### src/rtl/handshake_fifo_buffer.sv
// Elastic valid/ready FIFO. Output valid and input ready are decoded from registered
// occupancy only, so outs_ready has no combinational path to ins_ready.
module handshake_fifo_buffer #(
   parameter int DATA_WIDTH = 32,
   parameter int DEPTH      = 2
) (
   input  logic                  clk,
   input  logic                  rst,
   input  logic [DATA_WIDTH-1:0] ins,
   input  logic                  ins_valid,
   output logic                  ins_ready,
   output logic [DATA_WIDTH-1:0] outs,
   output logic                  outs_valid,
   input  logic                  outs_ready
);

   localparam int AW = $clog2(DEPTH);
   localparam logic [AW:0] FULL_COUNT = (AW + 1)'(DEPTH);

   logic [DATA_WIDTH-1:0] storage [DEPTH];
   logic [AW-1:0]         wr_ptr;
   logic [AW-1:0]         rd_ptr;
   logic [AW:0]           count;
   logic                  push;
   logic                  pop;

   assign outs_valid = (count != '0);
   assign ins_ready  = (count != FULL_COUNT);
   assign outs       = storage[rd_ptr];

   assign push = ins_valid & ins_ready;
   assign pop  = outs_valid & outs_ready;

   // NOTE: storage is reset because outs must read 0 after reset; a plain RAM could not do this.
   always_ff @(posedge clk or negedge rst) begin
      if (!rst) begin
         for (int i = 0; i < DEPTH; i++) begin
            storage[i] <= '0;
         end
      end else if (push) begin
         storage[wr_ptr] <= ins;
      end
   end

   // NOTE: sequential state uses non-blocking assignments so every register samples pre-edge values.
   always_ff @(posedge clk or negedge rst) begin
      if (!rst) begin
         wr_ptr <= '0;
         rd_ptr <= '0;
         count  <= '0;
      end else begin
         if (push) begin
            wr_ptr <= wr_ptr + AW'(1);
         end
         if (pop) begin
            rd_ptr <= rd_ptr + AW'(1);
         end
         unique case ({push, pop})
            2'b10:   count <= count + (AW + 1)'(1);
            2'b01:   count <= count - (AW + 1)'(1);
            default: count <= count;
         endcase
      end
   end

endmodule

### config.mk
export PLATFORM = sky130hd
export DESIGN_NAME = handshake_fifo_buffer
export DESIGN_NICKNAME = d
export VERILOG_FILES = /design/src/rtl/handshake_fifo_buffer.sv
export SDC_FILE = /design/constraint.sdc
export NUM_CORES = 1
export LEC_CHECK = 0
export CAP_MARGIN = 20
export CORE_MARGIN = 4
export CORE_UTILIZATION = 40
export DETAILED_ROUTE_END_ITERATION = 10
export DONT_BUFFER_PORTS = 1
export GPL_TIMING_DRIVEN = 0
export RECOVER_POWER = 50
export SYNTH_ARGS = -nofsm -noshare
export SYNTH_HDL_FRONTEND = slang
export SYNTH_SLANG_ARGS = --single-unit
### constraint.sdc
create_clock -name clk -period 1.81 [get_ports clk]
set_input_delay 0.362 -clock clk [delete_from_list [all_inputs] [get_ports clk]]
set_output_delay 0.362 -clock clk [all_outputs]
set_load 0.02 [all_outputs]
==> metrics, run 1 <==
initial drt markers 19; count of final hold-check violations a little under 70; H-tree Lvls 3; first-pass GRT wire length 10.3 mm; Placer Congestion ~0.73; RR Endpoint storage[9]; CP arrival 1.42 ns; final wirelength 6.36 mm; First-pass DRT Iterations 4; Cells after Synth approximately 190; initial antenna violation count 0; status finished, violations left; Mapped Nets 226; Die H 98.5 um; Worst path max stage delay 0.44 ns; Ant. Diodes 0; port bufs 0; Final period util 98.3%; worst path required time 1.45 ns; vias in the first global route ~1900; sw frac 34.3%; die area 9700 um2; clock sink total just under 70; crit end category primary output; total power 8.21 mW; Critical path origin rd_ptr; clock network fraction of design power 18.8%; final net count 236; P per Cell Area 2250 nW/um2; syn_area_per_cell 17.3 um2; DR WL/cell just over 20 um; Slew HR 78.2%; Comb power frac 47.0%; GRT Residual Overflow 0; post-CTS setup buffer count 0; worst r2r path cells 5; Max Clk Rate 562 MHz; top post-synthesis cells by area dfrtp_1, mux2_4, mux2_2, buf_12, xnor2_1; utilization after layout between 40% and 50%; Max Slew Vio Count 0; core area 7850 um2; Top Ports 70; Area after DPL about 3400 um2; failing checks negative hold slack; Hold Crit Class in -> async; internal reg-to-reg setup slack 0.08 ns; DRC 0; unrepaired setup endpoints after global routing true; Post-Synthesis Cell Area 3270 um2; flops & latches, synth 68; Worst path slowest cell dfrtp_2; cell chain of the critical path buf_4, mux2_2; share of layout cells above drive strength 1 61.3%; vias per inst 5.02; sequential power share around 34%; max-cap viol count 0; cell taking the most area after synthesis dfrtp_1; RR Startpoint count[0]; Die X 98.5 um; root buffer cell clkbuf_8; Tmin final around 1.8 ns; GRT Resource Usage Total 13.9%; Setup Skew 0.00534 ns; Finished Cell Area roughly 3700 um2; TritonCTS clock tree done; register area share after synthesis a little over 50%; Max IR drop VDD 0.835 mV; largest net degree at the start of global routing 69; Int Power 5.40 mW; Netlist cell types 17; static leakage 1.63 nW; Yosys top cell area share 52.0%; CP Max Fanout 10; Initial Utilization 41.7%; CP Launch Type flip-flop; Syn-to-layout area delta 11.6%; P_sw ~2.8 mW; final hold slack -0.275 ns; DP HPWL between 4 and 5 mm; std cell rows 32; # setup viols final 0; Max Buffers Root-to-Sink 2; ANT nets after route 0; placed cells 291; critical path endpoint outs[11]; Warnings, synthesis 0; WS Path Type reg -> out; cts bufs inserted 9; clk_lat worst skew between 0.3 and 0.4 ns; vias after detailed routing 1536; worst slew pin tran between 0.3 and 0.4 ns; Non-Filler Instances 306; clock slew at reported path FFs 0.07 ns
[kinds of logic after synthesis]
family / after synthesis / share of synthesized area, %
buffers and inverters: 12 / 4.93
DFF: 68 / 52.0
muxes: 96 / 39.9
xor gates and xnor gates: 5 / 1.34
and+or+nand+nor: 7 / 1.49
adders and majority gates: 1 / 0.382
[flip-flops by register name (all words and copies together), names as in the netlist]
name,flops
rd_ptr,1
storage,64
count,2
wr_ptr,1
[power by group through the flow]
| stage | combinational, mW | sequential [mW] | clock [mW] |
|---|---|---|---|
| floorplan | 3.49 | 2.62 | 0 |
| global placement | 3.81 | 2.71 | 0 |
| detailed placement | 3.91 | 2.80 | 0 |
| CTS | 3.92 | 2.81 | 1.59 |
| global route | 4.06 | 2.90 | 1.65 |
| finish | 3.85 | 2.81 | 1.54 |
[critical path: cells and delay by family (launching register included)]
family | cells | cell delay [ns]
buffers and inverters | 1 | 0.23
DFF | 1 | 0.44
muxes | 1 | 0.42
[how the worst min path moves through the flow]
stage,from,to,slack (ns),cells past startpoint
3_3_place_gp,rst,storage[38],0.07,0
2_1_floorplan,rst,count[0],0.07,0
6_report,rst,storage[8],-0.28,0
3_5_place_dp,rst,storage[7],0.07,0
4_1_cts,rst,storage[22],-0.31,0
5_1_grt,rst,storage[22],-0.32,0
[synthesized netlist by cell type, drive strengths merged]
| cell type | n |
|---|---|
| dfrtp | 68 |
| nand2 | 1 |
| and3 | 1 |
| clkbuf | 1 |
| mux2 | 96 |
| ha | 1 |
| xor2 | 2 |
| xnor2 | 3 |
| buf | 11 |
| nand2b | 1 |
| and2 | 1 |
| nor2 | 1 |
| and3b | 1 |
| or2 | 1 |
[what timing repair did]
| item | in CTS | in global routing |
|---|---|---|
| hold endpoints to repair | 68 | 68 |
| setup endpoints to repair | 29 | 30 |
| gates resized for setup | 4 | 2 |
[cell type report]
cell class                      count  area, um2
Sequential cell                    68       1700
Multi-Input combinational cell    109       1410
Tap cell                          102        128
Clock buffer                       12        155
Buffer                             11        165
Clock inverter                      4       95.1
Fill cell                         707       4190
[per-stage QoR]
step	TNS, ns	hold slack [ns]	setup slack [ns]
3_3_place_gp	0	0.0681	0.135
5_1_grt	-0.599	-0.316	-0.0325
3_5_place_dp	0	0.0680	0.0583
2_1_floorplan	0	0.0664	0.200
6_report	0	-0.275	0.0309
4_1_cts	-0.00378	-0.311	-0.00378
[layer usage]
metal / part of all wire, % / GRT usage, % / wire length, um / up-vias
met3: 6.2 / 5.17 / 396 / 11
met4: 1.8 / 6.72 / 116 / 0
met1: 39 / 15.1 / 2450 / 802
li1: - / - / - / 682
met2: 53 / 23.9 / 3390 / 41
met5: 0 / 0 / 0 / -
[placed cells by master, fill, tap and decap left out]
master / Yosys / final
dfrtp_1: 68 / 67
mux2_4: 60 / 60
mux2_2: 36 / 36
clkbuf_8: 0 / 11
buf_12: 6 / 6
buf_4: 0 / 3
xnor2_1: 3 / 3
bufinv_16: 0 / 3
buf_6: 2 / 2
xor2_1: 2 / 2
nand2b_1: 0 / 1
nand2_1: 1 / 1
or2_4: 0 / 1
and2_1: 1 / 1
and3_1: 1 / 1
and3b_1: 1 / 1
nor2_2: 0 / 1
ha_1: 1 / 1
clkinv_2: 0 / 1
clkbuf_1: 1 / 1
dfrtp_2: 0 / 1
Note: power is estimated with default switching activity, not from simulation.
==> run 2: changes to the inputs <==
--- a/config.mk
+++ b/config.mk
@@ -12,6 +12,7 @@
 export DONT_BUFFER_PORTS = 1
 export GPL_TIMING_DRIVEN = 0
 export RECOVER_POWER = 50
+export SETUP_SLACK_MARGIN = 0.2
 export SYNTH_ARGS = -nofsm -noshare
 export SYNTH_HDL_FRONTEND = slang
 export SYNTH_SLANG_ARGS = --single-unit
==> run 2 against run 1 <==
Against the previous run: the run still ends with negative hold slack left; first-iteration DRC count rose by 63%; die area did not move; worst setup slack improved by 0.057 ns; routed wire length rose by 0.99%.
==> metrics, run 2 (synthesis results as in run 1) <==
Non-Filler Instances 313 (+2.3%); worst path required time 1.45 ns (about the same); largest reg by FF count storage; Max Buffers Root-to-Sink 2 (unchanged); total power 8.43 mW (+2.7%); DP HPWL 4.31 mm (-3.6%); Hold Crit Class in -> async; port bufs 0 (unchanged); Slew HR 73.8% (-4.4 points); Tmin final 1.72 ns (-0.0565 ns); First-pass DRT Iterations 4 (unchanged); CP Launch Type flip-flop; Placer Congestion 0.775 (+5.7%); Die X 98.5 um (unchanged); Max Clk Rate 581 MHz (+3.3%); # setup viols final 0 (unchanged); first-pass GRT wire length 10.4 mm (+0.26%); utilization after layout 47.9% (+1.4 points); count of final hold-check violations 68 (unchanged); TritonCTS clock tree done; Filler cells 701 (-0.85%); Largest register FFs 64 (unchanged); share of layout cells above drive strength 1 61.1% (-0.14 points); std cell rows 32 (unchanged); initial antenna violation count 0 (unchanged); crit end category primary output; initial drt markers 31 (+12); DRC 0 (unchanged); placed cells 291 (unchanged); Final period util 95.2% (-3.1 points); Max Slew Vio Count 0 (unchanged); commonest non-fill, non-tap cell in the layout mux2_4; WS Path Type reg -> out; vias in the first global route 1842 (-3.9%); clock sink total 68 (unchanged); final net count 243 (+3.0%); max-cap viol count 0 (unchanged); core area 7850 um2 (unchanged); ANT nets after route 0 (unchanged); CP arrival 1.36 ns (-0.06 ns); Initial Utilization 41.7% (unchanged); failing checks negative hold slack; status finished, violations left; static leakage 1.77 nW (+8.2%); Syn-to-layout area delta 14.9%; commonest non-fill, non-tap cells in the layout mux2_4, dfrtp_1, clkbuf_8, buf_4, mux2_2; vias after detailed routing 1564 (+1.8%); Top Ports 70 (unchanged); Ant. Diodes 0 (unchanged); worst slew pin tran 0.392 ns (+0.0657 ns); clk_lat worst skew 0.33 ns (about the same); cts bufs inserted 9 (unchanged); P per Cell Area 2240 nW/um2 (-0.16%); H-tree Lvls 3 (unchanged); CP Max Fanout 7 (-3); DR WL/cell 20.5 um (-1.3%); Max IR drop VDD 0.932 mV (+12%); final hold slack -0.278 ns (-0.00234 ns); Die H 98.5 um (unchanged); largest net degree at the start of global routing 69 (unchanged); die area 9700 um2 (unchanged); vias per inst 5.00 (-0.45%); GRT Resource Usage Total 13.7% (-0.18 points); final wirelength 6.42 mm (+0.99%); unrepaired setup endpoints after global routing true; Setup Skew 0.00904 ns (+0.00370 ns); GRT Residual Overflow 0 (unchanged); biggest regs storage (64), count (2); root buffer cell clkbuf_8; total negative slack 0 ns (unchanged); clock slew at reported path FFs 0.07 ns (about the same)
==> run 2: power by group <==
| part | internal, mW | total [mW] | switching [mW] |
|---|---|---|---|
| clock | 0.631 | 1.19 | 0.559 |
| combinational | 2.54 | 4.44 | 1.90 |
| sequential | 2.32 | 2.80 | 0.483 |
| total | 5.49 | 8.43 | 2.94 |
==> run 2: what timing repair did <==
action	in CTS	in global routing
endpoints found under the hold margin	68	68
gates resized for setup	45	3
buffers inserted	3	2
gates cloned	0	1
pin swaps	0	4
setup endpoints to repair	33	33
==> run 2: routing by layer <==
metal	vias to the layer above	global-route usage, %	routed length [um]
met5	-	0	0
met4	0	3.78	51
met3	6	6.09	443
met2	41	22.9	3310
met1	819	16.1	2620
li1	698	-	-
==> run 2: worst max-delay path: stages, from the launching register on <==
cell and delay [ns]:
dfrtp_1 0.38, buf_8 0.15, clkbuf_16 0.16, mux2_4 0.34
==> run 2: worst paths after layout <==
path | slack (ns) | end | start | depth (start not counted)
setup / recovery | 0.09 | outs[3] | rd_ptr | 3
hold / removal | -0.28 | storage[39] | rst | 0
setup reg to reg | 0.09 | storage[28] | count[0] | 5
hold reg to reg | 0.52 | wr_ptr | wr_ptr | 1
max in group asynchronous | 1.96 | storage[29] | rst | 0
min in group clk | 0.17 | storage[18] | ins[18] | 1
==> run 2: layout make-up <==
cell class / count / area [um2] / area share [%]
Multi-Input combinational cell: 109 / 1520 / 40.4
Sequential cell: 68 / 1700 / 45.2
Tap cell: 102 / 128 / 3.39
Clock inverter: 5 / 52.6 / 1.40
Timing Repair Buffer: 6 / 62.6 / 1.66
Clock buffer: 11 / 131 / 3.49
Buffer: 12 / 166 / 4.42
==> run 2: through the flow <==
stage | instance area, um2 | hold WS, ns | setup WS, ns
3_5_place_dp | 3400 | 0.0678 | 0.0958
2_1_floorplan | 3280 | 0.0664 | 0.286
4_1_cts | 3780 | -0.299 | 0.0660
5_1_grt | 3760 | -0.307 | 0.0265
6_report | 3760 | -0.278 | 0.0875
3_3_place_gp | 3400 | 0.0681 | 0.102
==> run 3: changes to the inputs <==
--- a/config.mk
+++ b/config.mk
@@ -11,6 +11,7 @@
 export DETAILED_ROUTE_END_ITERATION = 10
 export DONT_BUFFER_PORTS = 1
 export GPL_TIMING_DRIVEN = 0
+export MAX_ROUTING_LAYER = met4
 export RECOVER_POWER = 50
 export SETUP_SLACK_MARGIN = 0.2
 export SYNTH_ARGS = -nofsm -noshare
==> run 3 against run 2 <==
Against the previous run: core utilization is the same; critical endpoint is now storage[28]; critical path type is now reg -> reg; die area is the same; worst setup slack lost 0.0014 ns; total power is essentially flat; clock power is essentially flat; the run still ends with negative hold slack left; sequential cell count is the same; clock skew grew 0.00098 ns; register-to-register slack is essentially flat.
==> metrics, run 3 (synthesis results as in run 1) <==
final hold slack -0.280 ns (-0.00181 ns); Slew HR 74.4% (+0.51 points); CP Launch Type flip-flop; First-pass DRT Iterations 3 (-1); final wirelength 6.39 mm (-0.56%); total negative slack 0 ns (unchanged); biggest regs storage (64), count (2); die area 9700 um2 (unchanged); count of final hold-check violations 68 (unchanged); Ant. Diodes 0 (unchanged); share of layout cells above drive strength 1 61.1% (unchanged); Critical path origin count[0]; status finished, violations left; vias after detailed routing 1575 (+0.70%); P per Cell Area 2240 nW/um2 (about the same); commonest non-fill, non-tap cells in the layout mux2_4, dfrtp_1, clkbuf_8, buf_4, mux2_2; initial antenna violation count 0 (unchanged); H-tree Lvls 3 (unchanged); CP arrival 1.94 ns (+0.58 ns); Non-Filler Instances 313 (unchanged); Die X 98.5 um (unchanged); largest net degree at the start of global routing 69 (unchanged); initial drt markers 39 (+26%); core area 7850 um2 (unchanged); Max Slew Vio Count 0 (unchanged); final net count 243 (unchanged); clock slew at reported path FFs 0.07 ns (about the same); Placer Congestion 0.785 (+1.4%); placed cells 291 (unchanged); Largest register FFs 64 (unchanged); worst path required time 2.02 ns (+0.57 ns); max-cap viol count 0 (unchanged); Initial Utilization 41.7% (unchanged); port bufs 0 (unchanged); GRT Residual Overflow 0 (unchanged); Max Clk Rate 580 MHz (about the same); TritonCTS clock tree done; commonest non-fill, non-tap cell in the layout mux2_4; Max Buffers Root-to-Sink 2 (unchanged); setup ws final 0.0861 ns (-0.00143 ns); clk_lat worst skew 0.33 ns (about the same); std cell rows 32 (unchanged); Multi-input gate area 1520 um2 (unchanged); Reg area 1700 um2 (unchanged); GRT Resource Usage Total 14.2% (+0.47 points); DRC 0 (unchanged); worst r2r path cells 5 (unchanged); unrepaired setup endpoints after global routing true; Syn-to-layout area delta 14.9% (unchanged); internal reg-to-reg setup slack 0.09 ns (about the same); vias in the first global route 1845 (+0.16%); Die H 98.5 um (unchanged); WS Path Type reg -> reg; Max IR drop VDD 0.936 mV (+0.50%); ANT nets after route 0 (unchanged); first-pass GRT wire length 10.4 mm (about the same); Post-Place Setup Slack 0.0958 ns (unchanged); Tmin final 1.72 ns (+0.00143 ns); worst slew pin tran 0.385 ns (-0.00760 ns); crit end category flip-flop; # setup viols final 0 (unchanged); Top Ports 70 (unchanged); vias per inst 5.03 (+0.70%); static leakage 1.77 nW (unchanged); CP Max Fanout 10 (+3); Hold Crit Class in -> async; Final period util 95.2% (about the same); Setup Skew 0.0100 ns (+0.000981 ns); DP HPWL 4.31 mm (unchanged); clock sink total 68 (unchanged); Filler cells 704 (+0.43%); RR Startpoint count[0]; cts bufs inserted 9 (unchanged); RR Endpoint storage[28]; failing checks negative hold slack; root buffer cell clkbuf_8; largest reg by FF count storage; DR WL/cell 20.4 um (-0.56%)
run 3: cell counts in the layout (fill, tap and decap cells not counted):
No cell type changed its count.
run 3: layout make-up:
| cell class | instances | area share, % |
|---|---|---|
| Sequential cell | 68 | 45.2 |
| Multi-Input combinational cell | 109 | 40.4 |
| Buffer | 12 | 4.42 |
| Clock buffer | 11 | 3.49 |
| Tap cell | 102 | 3.39 |
| Timing Repair Buffer | 6 | 1.66 |
| Clock inverter | 5 | 1.40 |
run 3: metal layers:
metal	GRT usage [%]	up-vias	part of all wire, %	routed length (um)
met1	16.7	831	42	2680
met5	-	-	0	0
li1	-	700	-	-
met4	3.78	0	1.2	77
met2	22.8	37	51	3250
met3	5.59	7	5.9	379
run 3: what timing repair did:
| item | 4_1_cts | 5_1_grt |
|---|---|---|
| resized for setup | 45 | 3 |
| gates cloned | 0 | 1 |
| hold endpoints to repair | 68 | 68 |
| setup buffers | 3 | 2 |
| setup endpoints to repair | 33 | 33 |
| pin swaps | 0 | 4 |
run 3: worst max-delay path by stage:
stage | endpoint | slack [ns] | cells past startpoint
2_1_floorplan | count[1] | 0.29 | 5
3_3_place_gp | outs[27] | 0.10 | 3
3_5_place_dp | outs[27] | 0.1 | 3
4_1_cts | outs[27] | 0.07 | 3
5_1_grt | storage[13] | 0.02 | 5
6_report | storage[28] | 0.09 | 5
run 3: power breakdown:
group | switching, mW | internal (mW) | total, mW
sequential | 0.484 | 2.32 | 2.80
clock | 0.568 | 0.631 | 1.20
combinational | 1.89 | 2.54 | 4.43
total | 2.94 | 5.49 | 8.43
run 3: per-stage QoR:
| stage | cell area, um2 | total power [mW] | utilization, % |
|---|---|---|---|
| floorplan | 3280 | 6.11 | - |
| global placement | 3400 | 6.54 | 43.4 |
| detailed placement | 3400 | 6.70 | 43.4 |
| CTS | 3780 | 8.54 | 48.1 |
| global route | 3760 | 8.85 | 47.9 |
| finish | 3760 | 8.43 | 47.9 |
run 3: worst max-delay path, stage by stage (launching register included):
cell and delay [ns]:
dfrtp_1 0.40, nand2b_1 0.30, and3_1 0.27, buf_6 0.13
buf_4 0.19, mux2_4 0.31
